`src/rtl/systolic_pkg.sv`:
```
// Shared types and tile-size helpers for the systolic tile scheduler.
package systolic_pkg;

  typedef enum logic [2:0] {
    IDLE,
    START,
    RUN,
    WB,
    DONE
  } sched_state_t;

  // Words in one A (or B, called with cols) input tile: array edge times reduction depth.
  function automatic int tile_a_words(input int rows, input int k);
    return rows * k;
  endfunction

  function automatic int tile_c_words(input int rows, input int cols);
    return rows * cols;
  endfunction

endpackage

```
`src/rtl/systolic_tile_scheduler_perf_counters.sv`:
```
// Saturating run/writeback-stall cycle counters for the tile scheduler.
// Only compiled when SCHED_PERF_EN is defined.
`ifdef SCHED_PERF_EN
module sched_perf_counters (
  input  logic        clk,
  input  logic        rst,
  input  logic        i_clr,
  input  logic        i_run_inc,
  input  logic        i_stall_inc,
  output logic [31:0] o_run_cycles,
  output logic [31:0] o_stall_cycles
);

  logic [1:0] w_inc;
  assign w_inc = {i_stall_inc, i_run_inc};

  for (genvar gi = 0; gi < 2; gi++) begin : g_cnt
    logic [31:0] r_cnt;
    always_ff @(posedge clk) begin
      if (rst || i_clr) begin
        r_cnt <= '0;
      end else if (w_inc[gi] && (r_cnt != '1)) begin
        r_cnt <= r_cnt + 32'd1;
      end
    end
  end

  assign o_run_cycles   = g_cnt[0].r_cnt;
  assign o_stall_cycles = g_cnt[1].r_cnt;

endmodule
`endif

```
`src/rtl/systolic_tile_scheduler.sv`:
```
// Walks an M x N tile job row-major: start array, wait done, hand tile to writeback.
// Optional SCHED_PERF_EN adds run/stall cycle counter outputs.
module systolic_tile_scheduler
  import systolic_pkg::*;
#(
  parameter  int ROWS      = 4,
  parameter  int COLS      = 4,
  parameter  int K         = 4,
  parameter  int MAX_TILES = 16,
  parameter  int ADDR_W    = 16,
  localparam int CW        = $clog2(MAX_TILES + 1)
) (
  input  logic              clk,
  input  logic              rst,
  input  logic              cmd_valid,
  output logic              cmd_ready,
  input  logic [CW-1:0]     cmd_tiles_m,
  input  logic [CW-1:0]     cmd_tiles_n,
  input  logic              abort,
  output logic              arr_start,
  input  logic              arr_done,
  output logic [CW-1:0]     tile_m,
  output logic [CW-1:0]     tile_n,
  output logic [ADDR_W-1:0] a_base,
  output logic [ADDR_W-1:0] b_base,
  output logic [ADDR_W-1:0] c_base,
  output logic              wb_req,
  input  logic              wb_ack,
  output logic              busy,
  output logic              done,
  output logic              aborted
`ifdef SCHED_PERF_EN
  ,
  output logic [31:0]       perf_run_cycles,
  output logic [31:0]       perf_wb_stall_cycles
`endif
);

  localparam int            A_STEP  = tile_a_words(ROWS, K);
  localparam int            B_STEP  = tile_a_words(COLS, K);
  localparam int            C_STEP  = tile_c_words(ROWS, COLS);
  localparam logic [CW-1:0] MAX_CNT = CW'(MAX_TILES);

  sched_state_t      r_state, w_state_next;
  logic [CW-1:0]     r_tiles_m, r_tiles_n, r_tile_m, r_tile_n;
  logic [CW-1:0]     w_tiles_m_next, w_tiles_n_next, w_tile_m_next, w_tile_n_next;
  logic [CW-1:0]     w_cmd_m_clamp, w_cmd_n_clamp;
  logic              r_abort_pend, w_abort_pend_next;
  logic [ADDR_W-1:0] r_a_base, r_b_base, r_c_base;
  logic              w_accept, w_last_n, w_last;

  assign w_cmd_m_clamp = (cmd_tiles_m > MAX_CNT) ? MAX_CNT : cmd_tiles_m;
  assign w_cmd_n_clamp = (cmd_tiles_n > MAX_CNT) ? MAX_CNT : cmd_tiles_n;
  assign w_accept      = (r_state == IDLE) && cmd_valid;
  assign w_last_n      = (r_tile_n == r_tiles_n - CW'(1));
  assign w_last        = w_last_n && (r_tile_m == r_tiles_m - CW'(1));

  always_comb begin
    w_state_next      = r_state;
    w_tiles_m_next    = r_tiles_m;
    w_tiles_n_next    = r_tiles_n;
    w_tile_m_next     = r_tile_m;
    w_tile_n_next     = r_tile_n;
    w_abort_pend_next = r_abort_pend;
    case (r_state)
      IDLE: begin
        if (w_accept) begin
          w_tiles_m_next    = w_cmd_m_clamp;
          w_tiles_n_next    = w_cmd_n_clamp;
          w_tile_m_next     = '0;
          w_tile_n_next     = '0;
          w_abort_pend_next = 1'b0;
          w_state_next      = ((w_cmd_m_clamp == '0) || (w_cmd_n_clamp == '0)) ? DONE : START;
        end
      end
      START: begin
        if (abort) w_abort_pend_next = 1'b1;
        w_state_next = RUN;
      end
      RUN: begin
        if (abort) w_abort_pend_next = 1'b1;
        if (arr_done) w_state_next = WB;
      end
      WB: begin
        if (abort) w_abort_pend_next = 1'b1;
        if (wb_ack) begin
          // An abort seen in this very cycle still ends the job after this tile.
          if (r_abort_pend || abort || w_last) begin
            w_state_next = DONE;
          end else begin
            w_state_next = START;
            if (w_last_n) begin
              w_tile_n_next = '0;
              w_tile_m_next = r_tile_m + CW'(1);
            end else begin
              w_tile_n_next = r_tile_n + CW'(1);
            end
          end
        end
      end
      DONE:    w_state_next = IDLE;
      default: w_state_next = IDLE;
    endcase
  end

  // Bases are registered from the next indices so they line up with the index registers.
  always_ff @(posedge clk) begin
    if (rst) begin
      r_state      <= IDLE;
      r_tiles_m    <= '0;
      r_tiles_n    <= '0;
      r_tile_m     <= '0;
      r_tile_n     <= '0;
      r_abort_pend <= 1'b0;
      r_a_base     <= '0;
      r_b_base     <= '0;
      r_c_base     <= '0;
    end else begin
      r_state      <= w_state_next;
      r_tiles_m    <= w_tiles_m_next;
      r_tiles_n    <= w_tiles_n_next;
      r_tile_m     <= w_tile_m_next;
      r_tile_n     <= w_tile_n_next;
      r_abort_pend <= w_abort_pend_next;
      r_a_base     <= ADDR_W'(w_tile_m_next) * ADDR_W'(A_STEP);
      r_b_base     <= ADDR_W'(w_tile_n_next) * ADDR_W'(B_STEP);
      r_c_base     <= (ADDR_W'(w_tile_m_next) * ADDR_W'(w_tiles_n_next) + ADDR_W'(w_tile_n_next))
                      * ADDR_W'(C_STEP);
    end
  end

  assign cmd_ready = (r_state == IDLE);
  assign arr_start = (r_state == START);
  assign wb_req    = (r_state == WB);
  assign busy      = (r_state != IDLE);
  assign done      = (r_state == DONE);
  assign aborted   = (r_state == DONE) && r_abort_pend;
  assign tile_m    = r_tile_m;
  assign tile_n    = r_tile_n;
  assign a_base    = r_a_base;
  assign b_base    = r_b_base;
  assign c_base    = r_c_base;

`ifdef SCHED_PERF_EN
  sched_perf_counters u_perf (
    .clk            (clk),
    .rst            (rst),
    .i_clr          (w_accept),
    .i_run_inc      (r_state == RUN),
    .i_stall_inc    ((r_state == WB) && !wb_ack),
    .o_run_cycles   (perf_run_cycles),
    .o_stall_cycles (perf_wb_stall_cycles)
  );
`endif

endmodule

```
`config.mk`:
```
export PLATFORM = sky130hd
export DESIGN_NAME = systolic_tile_scheduler
export DESIGN_NICKNAME = d
export VERILOG_FILES = /design/src/rtl/systolic_pkg.sv /design/src/rtl/systolic_tile_scheduler_perf_counters.sv /design/src/rtl/systolic_tile_scheduler.sv
export SDC_FILE = /design/constraint.sdc
export NUM_CORES = 1
export LEC_CHECK = 0
export ABC_CLOCK_PERIOD_IN_PS = 7500
export CAP_MARGIN = 30
export CORE_AREA = 4 4 86 88
export CTS_CLUSTER_SIZE = 14
export DETAILED_ROUTE_END_ITERATION = 8
export DIE_AREA = 0 0 90 92
export GPL_ROUTABILITY_DRIVEN = 1
export PLACE_DENSITY = 0.82
export REMOVE_ABC_BUFFERS = 1
export SETUP_SLACK_MARGIN = 0.5
export SYNTH_ARGS = -nofsm -noshare
export SYNTH_HDL_FRONTEND = slang
export SYNTH_SLANG_ARGS = --single-unit
```
`constraint.sdc`:
```
create_clock -name clk -period 7.5 [get_ports clk]
set_input_delay 1.875 -clock clk [delete_from_list [all_inputs] [get_ports clk]]
set_output_delay 1.875 -clock clk [all_outputs]
set_load 0.005 [all_outputs]
```
==> results of run 1 <==
[layer usage]
metal  up-vias  global-route usage [%]
li1       1332                       -
met1      1264                    22.8
met2       101                    31.0
met3        14                    3.77
met4         0                    9.44
met5         -                       0
[layout make-up]
cell class / count / area, um^2
timing repair buffer: 54 / 536
clock buffer: 6 / 82.6
multi-input combinational: 292 / 2150
clock inverter: 2 / 35.0
tap: 80 / 100
sequential: 35 / 701
inverter: 30 / 113
fill: 643 / 2930
[final timing paths]
check	cells after the start	end
max	16	c_base[12]
min	2	r_tiles_m[4]
max reg2reg	19	c_base[12]
min reg2reg	2	r_tiles_m[4]
[logic make-up (layout without fill, tap and decap cells)]
family / Yosys count / after routing
AO/OA/AOI/OAI: 70 / 70
XOR/XNOR: 17 / 17
adder cells (fa/ha/maj): 39 / 39
buffers and inverters: 84 / 92
flip-flops: 35 / 35
multiplexers: 3 / 3
other: 1 / 27
AND/OR/NAND/NOR: 136 / 136
[sequential cells by signal, indices dropped and copies added, names as in the netlist]
signal / cells
c_base: 11
a_base: 5
b_base: 5
r_abort_pend: 1
r_state: 3
r_tiles_n: 5
r_tiles_m: 5
[power by group through the flow]
stage / clock network (mW) / registers [mW] / logic (mW)
finish: 0.180 / 0.211 / 0.128
global route: 0.192 / 0.213 / 0.144
CTS: 0.184 / 0.211 / 0.127
detailed placement: 0 / 0.215 / 0.127
global placement: 0 / 0.215 / 0.124
floorplan: 0 / 0.211 / 0.0823
[critical path, delay by kind of cell]
kind / cells / cell delay (ns)
adder cells (fa/ha/maj): 4 / 1.87
AND/OR/NAND/NOR: 6 / 1.47
buffers and inverters: 2 / 0.56
AO/OA/AOI/OAI: 4 / 0.96
[cells in the mapped netlist (all sizes together) (2+ instances only)]
| master | number | area [um^2] |
|---|---|---|
| nand4 | 5 | 46.3 |
| clkbuf | 7 | 26.3 |
| o22ai | 9 | 56.3 |
| a211oi | 3 | 27.5 |
| a21oi | 17 | 85.1 |
| nor2b | 7 | 51.3 |
| o22a | 6 | 52.6 |
| or3b | 2 | 22.5 |
| a211o | 2 | 18.8 |
| inv | 30 | 113 |
| xnor2 | 10 | 87.6 |
| nand3 | 20 | 100 |
| o21ba | 2 | 20.0 |
| nand2 | 16 | 60.1 |
| o21ai | 8 | 40.0 |
| and2 | 5 | 33.8 |
| xor2 | 7 | 61.3 |
| ha | 25 | 313 |
| and3 | 6 | 43.8 |
| nand3b | 3 | 22.5 |
| nor2 | 34 | 128 |
| or2 | 4 | 25.0 |
| nand2b | 5 | 31.3 |
| dfxtp | 35 | 701 |
| and4b | 2 | 20.0 |
| a21o | 3 | 23.8 |
| o21bai | 4 | 30.0 |
| o21a | 3 | 22.5 |
| nor3 | 13 | 92.6 |
| nor3b | 11 | 82.6 |
| a32oi | 2 | 17.5 |
| mux2i | 3 | 30.0 |
| buf | 47 | 355 |
| fa | 14 | 280 |
| o31ai | 3 | 22.5 |
| or4 | 2 | 15.0 |
[per-stage QoR]
step                power (mW)  std cells  hold WS, ns  worst slack (ns)  util, %
floorplan                0.293        357        0.442              1.59        -
global placement         0.339        491        0.463             0.762     54.1
detailed placement       0.342        491        0.475             0.624     54.1
CTS                      0.523        499        0.489             0.932     55.9
global route             0.549        499        0.511             0.526     55.9
finish                   0.520        499        0.488             0.912     55.9
==> impl_metrics.csv, run 1 <==
group,metric,value,unit
worst_setup_path,crit_arrival,6.77,ns
routing,first_pass_iters,4,
timing,drv_slew,0,
final_layout,fin_area,3710,um^2
clocking,cts-root-buf,"clkbuf_8",
worst_setup_path,cp.required,7.68,ns
synth,synth_area,3240,um^2
placed_design,placed_cell_area,3590,um^2
floorplanning,std_cell_rows,30,
routing,drt-met1-wl,3130,um
floorplanning,die_w,90,um
synth,synthDistinctLibCells,60,
routing,drc,0,
placed_design,hpwl,5700,um
synth,synth_xor_area_share,4.59,%
synth,synth_compound_area_share,15.2,%
timing,fin_crit_sh,87.8,%
min_path,hp-class,"register to register",
status,status,"complete, no violations",
routing,wl_per_cell,14.7,um
timing,hold_viol_final,0,
routing,met3_length,437,um
worst_setup_path,crit_path_end_kind,"register",
final_layout,diodes,0,
timing,grt_setup_unrepaired,"false",
worst_setup_path,cp_cell_sequence,"clkdlybuf4s50_1 -> or3b_4 -> nor3_1 -> nand3_1 -> o22a_1 -> fa_1 -> fa_1 -> fa_1 -> inv_1 -> ha_1 -> nor2b_1 -> o21a_1 -> o21ai_0 -> nand2b_1 -> a211oi_1 -> nor3_1",
floorplanning,initial_core_util,48.8,%
pwr,ir_drop,0.101,mV
synth,syn_inst,385,
synth,synth_edf_count,0,
pwr,seq_power_share,40.6,%
floorplanning,dieArea,8280,um^2
clocking,clkTransAtPathRegs,0.08,ns
clocking,h-tree-depth,2,
synth,ys_async_sr_fraction,0,%
worst_setup_path,reg2reg_setup_slack,2.20,ns
timing,clock-skew-final,0.00995,ns
final_layout,drive_gt1_share,6.21,%
clocking,post_cts_buffers,0,
floorplanning,io_pins,80,
job,max_cap_viol_count,0,
pwr,pwr-share-comb,24.6,%
worst_setup_path,slowest_stage,"fa_1",
global_routing,grt_usage,18.6,%
routing,via_per_inst,5.43,
synth,ys_seq_elements,35,
synth,synth-simple-area-share,24.1,%
synth,synth_fa_ha_area_share,18.3,%
routing,met2_length,3600,um
clocking,cts.sink_count,35,
global_routing,overflow,0,
pwr,p_int,0.359,mW
timing,tightest_slew,0.683,ns
pwr,power.leakage,1.64,nW
worst_setup_path,path_max_fanout,6,
synth,synth_top_family_by_area,"simple AND/OR/NAND/NOR gates",
clocking,insertion_delay,0.30,ns
worst_setup_path,startpoint_type,"input pin",
synth,syn-mean-instance-area,8.42,um^2
timing,max_freq,0.152,GHz
final_layout,layout.nets,473,
clocking,cts_max_path_buffers,2,
synth,synth_warnings,0,
pwr,powerDensity,140,nW/um^2
routing,dr.max_layer_used,"met4",
clocking,postCtsHoldBufs,0,
worst_setup_path,slowest_delay,0.56,ns
placed_design,io_buffers,52,
clocking,post_cts_resized,0,
worst_setup_path,crit_path_frequent_cell,"fa_1",
floorplanning,design.core.area,6640,um^2
global_routing,grt_pass1_wl,12700,um
routing,routed_wirelength,7330,um
synth,muxShareOfSynthArea,0.926,%
timing,setup_viol,0,
timing,period_needed,6.59,ns
global_routing,antenna_found_initial,0,
pwr,netSwitchingPower,0.161,mW
worst_setup_path,crit_type,"input pin to register",
worst_setup_path,timing.rr.start,"r_tiles_n[0]",
synth,yosysSeqAreaShare,21.6,%
final_layout,final_cell_mix,"52 x clkdlybuf4s50_1, 35 x dfxtp_1, 34 x nor2_1",
synth,ys.flop_type,"dfxtp_1",
worst_setup_path,critPathLaunch,"wb_ack",
global_routing,grt_max_degree,38,
clocking,cts_tree,"built",
pwr,switching_share,31.0,%
min_path,hold_start,"r_tiles_m[4]",
timing,slew-limit-headroom,54.4,%
final_layout,final_common_cell,"clkdlybuf4s50_1",
routing,via_count,2711,
global_routing,grt_pass1_vias,2716,
routing,drt_iter0_markers,173,
timing,tns,0,ns
pwr,clockPowerShare,34.7,%
final_layout,syn_to_final_growth,14.5,%
floorplanning,die_h,92,um
routing,ant_nets,0,
placed_design,gp_congestion,0.915,
clocking,numCtsBuffers,5,
(Power assumes the default switching activity.)
==> inputs of run 2 (changes only) <==
Settings changed: ABC_CLOCK_PERIOD_IN_PS 7500 to 8250.
Clock period 7.5 ns to 8.25 ns, I/O delays scaled along.
==> run 2 against run 1 <==
Effect of this change: routed wire length up 0.23%; count of clock-buffer cells in the layout grew 1; hold slack got worse by 0.0048 ns; largest cell class unchanged; final area fell by 0.98%.
==> impl_metrics.csv, run 2 (synthesized netlist as in run 1, its figures left out) <==
group,metric,value,unit
pwr,powerDensity,117,nW/um^2
pwr,power.leakage,1.62,nW
status,status,"complete, no violations",
min_path,hold_depth,2,
timing,clock-skew-final,0.00495,ns
clocking,cts-root-buf,"clkbuf_8",
routing,via_per_inst,5.53,
floorplanning,initial_core_util,48.8,%
clocking,postCtsHoldBufs,0,
placed_design,io_buffers,52,
floorplanning,std_cell_rows,30,
final_layout,drive_gt1_share,5.73,%
global_routing,grt_max_degree,38,
routing,via_count,2759,
final_layout,fillerInstances,616,
clocking,insertion_delay,0.29,ns
worst_setup_path,crit_path_end_kind,"register",
global_routing,grt_pass1_wl,12600,um
clocking,post_cts_buffers,0,
clocking,cts_max_path_buffers,2,
timing,slew-limit-headroom,40.1,%
routing,drc,0,
final_layout,layout.nets,473,
floorplanning,die_w,90,um
final_layout,diodes,0,
global_routing,antenna_found_initial,0,
global_routing,overflow,0,
global_routing,grt_pass1_vias,2774,
timing,drv_slew,0,
clocking,numCtsBuffers,5,
worst_setup_path,crit_buf_inv,2,
final_layout,final_common_cell,"clkdlybuf4s50_1",
final_layout,fin_util,55.3,%
timing,period_needed,6.87,ns
worst_setup_path,timing.rr.start,"r_state[2]",
timing,whs,0.483,ns
worst_setup_path,crit_type,"input pin to register",
timing,fin_crit_sh,83.3,%
job,max_cap_viol_count,0,
worst_setup_path,crit_path_frequent_cell,"fa_1",
clocking,h-tree-depth,2,
worst_setup_path,rr_worst_depth,16,
worst_setup_path,critPathLaunch,"wb_ack",
clocking,cts.sink_count,35,
routing,ant_nets,0,
worst_setup_path,cp.required,8.42,ns
routing,routed_wirelength,7350,um
floorplanning,design.core.area,6640,um^2
timing,tns,0,ns
final_layout,final_cell_mix,"52 x clkdlybuf4s50_1, 35 x dfxtp_1, 34 x nor2_1",
floorplanning,io_pins,80,
clocking,clkTransAtPathRegs,0.07,ns
clocking,cts_tree,"built",
min_path,hp-class,"register to register",
worst_setup_path,crit_cells,16,
clocking,post_cts_resized,0,
placed_design,dp.cells,491,
worst_setup_path,path_max_fanout,6,
floorplanning,dieArea,8280,um^2
worst_setup_path,cp_cell_sequence,"clkdlybuf4s50_1 -> or3b_4 -> nor3_1 -> nand3_1 -> o22a_1 -> fa_1 -> fa_1 -> fa_1 -> inv_1 -> ha_1 -> nor2b_1 -> o21a_1 -> o21ai_0 -> nand2b_1 -> a211oi_1 -> nor3_1",
worst_setup_path,path_delay_family,"adder cells",
routing,drt_iter0_markers,193,
timing,max_freq,0.146,GHz
routing,wl_per_cell,14.7,um
timing,hold_viol_final,0,
placed_design,gp_congestion,0.889,
pwr,ir_drop,0.0654,mV
global_routing,grt_usage,18.3,%
final_layout,largest_reg_flops,11,
timing,grt_setup_unrepaired,"false",
min_path,hold_start,"r_tiles_m[4]",
worst_setup_path,startpoint_type,"input pin",
worst_setup_path,slowest_delay,0.57,ns
timing,timing.final.ws_setup,1.38,ns
floorplanning,die_h,92,um
placed_design,place_ws,1.14,ns
final_layout,syn_to_final_growth,13.3,%
routing,first_pass_iters,4,
worst_setup_path,slowest_stage,"fa_1",
placed_design,hpwl,5650,um
final_layout,finalNonFillerCells,499,
timing,tightest_slew,0.897,ns
timing,setup_viol,0,
worst_setup_path,crit_arrival,7.04,ns
run 2: cell count changes in the layout (fill, tap and decap cells not counted), sizes merged:
| cell | before | now |
|---|---|---|
| bufinv | 1 | 0 |
| clkbuf | 6 | 7 |
run 2: path summary, 6_finish.rpt:
path                                      to  slack [ns]
worst max register to register    c_base[12]        2.84
worst max-delay path              c_base[12]        1.38
worst min-delay path            r_tiles_m[4]        0.48
worst min register to register  r_tiles_m[4]        0.48
run 2: stage by stage:
stage               cell area [um^2]  power (mW)
floorplan                       2960       0.266
global placement                3590       0.307
detailed placement              3590       0.311
CTS                             3680       0.435
global route                    3680       0.458
finish                          3680       0.432
run 2: per-layer routing:
layer	share of wire (%)	track usage, %	up-vias	wire, um
met1	41	21.4	1308	3040
met4	1.8	7.65	0	130
met2	51	32.8	104	3750
met3	5.8	3.28	16	427
met5	0	0	-	0
li1	-	-	1331	-
run 2: worst reg2reg max path, delay by kind of cell (launching register included):
family | cells | cell delay [ns]
AOI/OAI and AO/OA | 4 | 0.88
buffers and inverters | 1 | 0.04
DFF | 1 | 0.45
and+or+nand+nor | 7 | 2.05
adders and majority gates | 4 | 1.87
run 2: cell type report:
type	instances	area, um^2	area share [%]
Tap cell	80	100	2.72
Clock buffer	7	76.3	2.08
Inverter	30	113	3.06
Sequential cell	35	701	19.1
Multi-Input combinational cell	292	2150	58.4
Clock inverter	1	5.00	0.136
Timing Repair Buffer	54	536	14.6
run 2: report_power, final:
part	internal (mW)	switching, mW	total (mW)
combinational	0.0515	0.0659	0.117
sequential	0.177	0.0148	0.192
clock	0.0592	0.0632	0.122
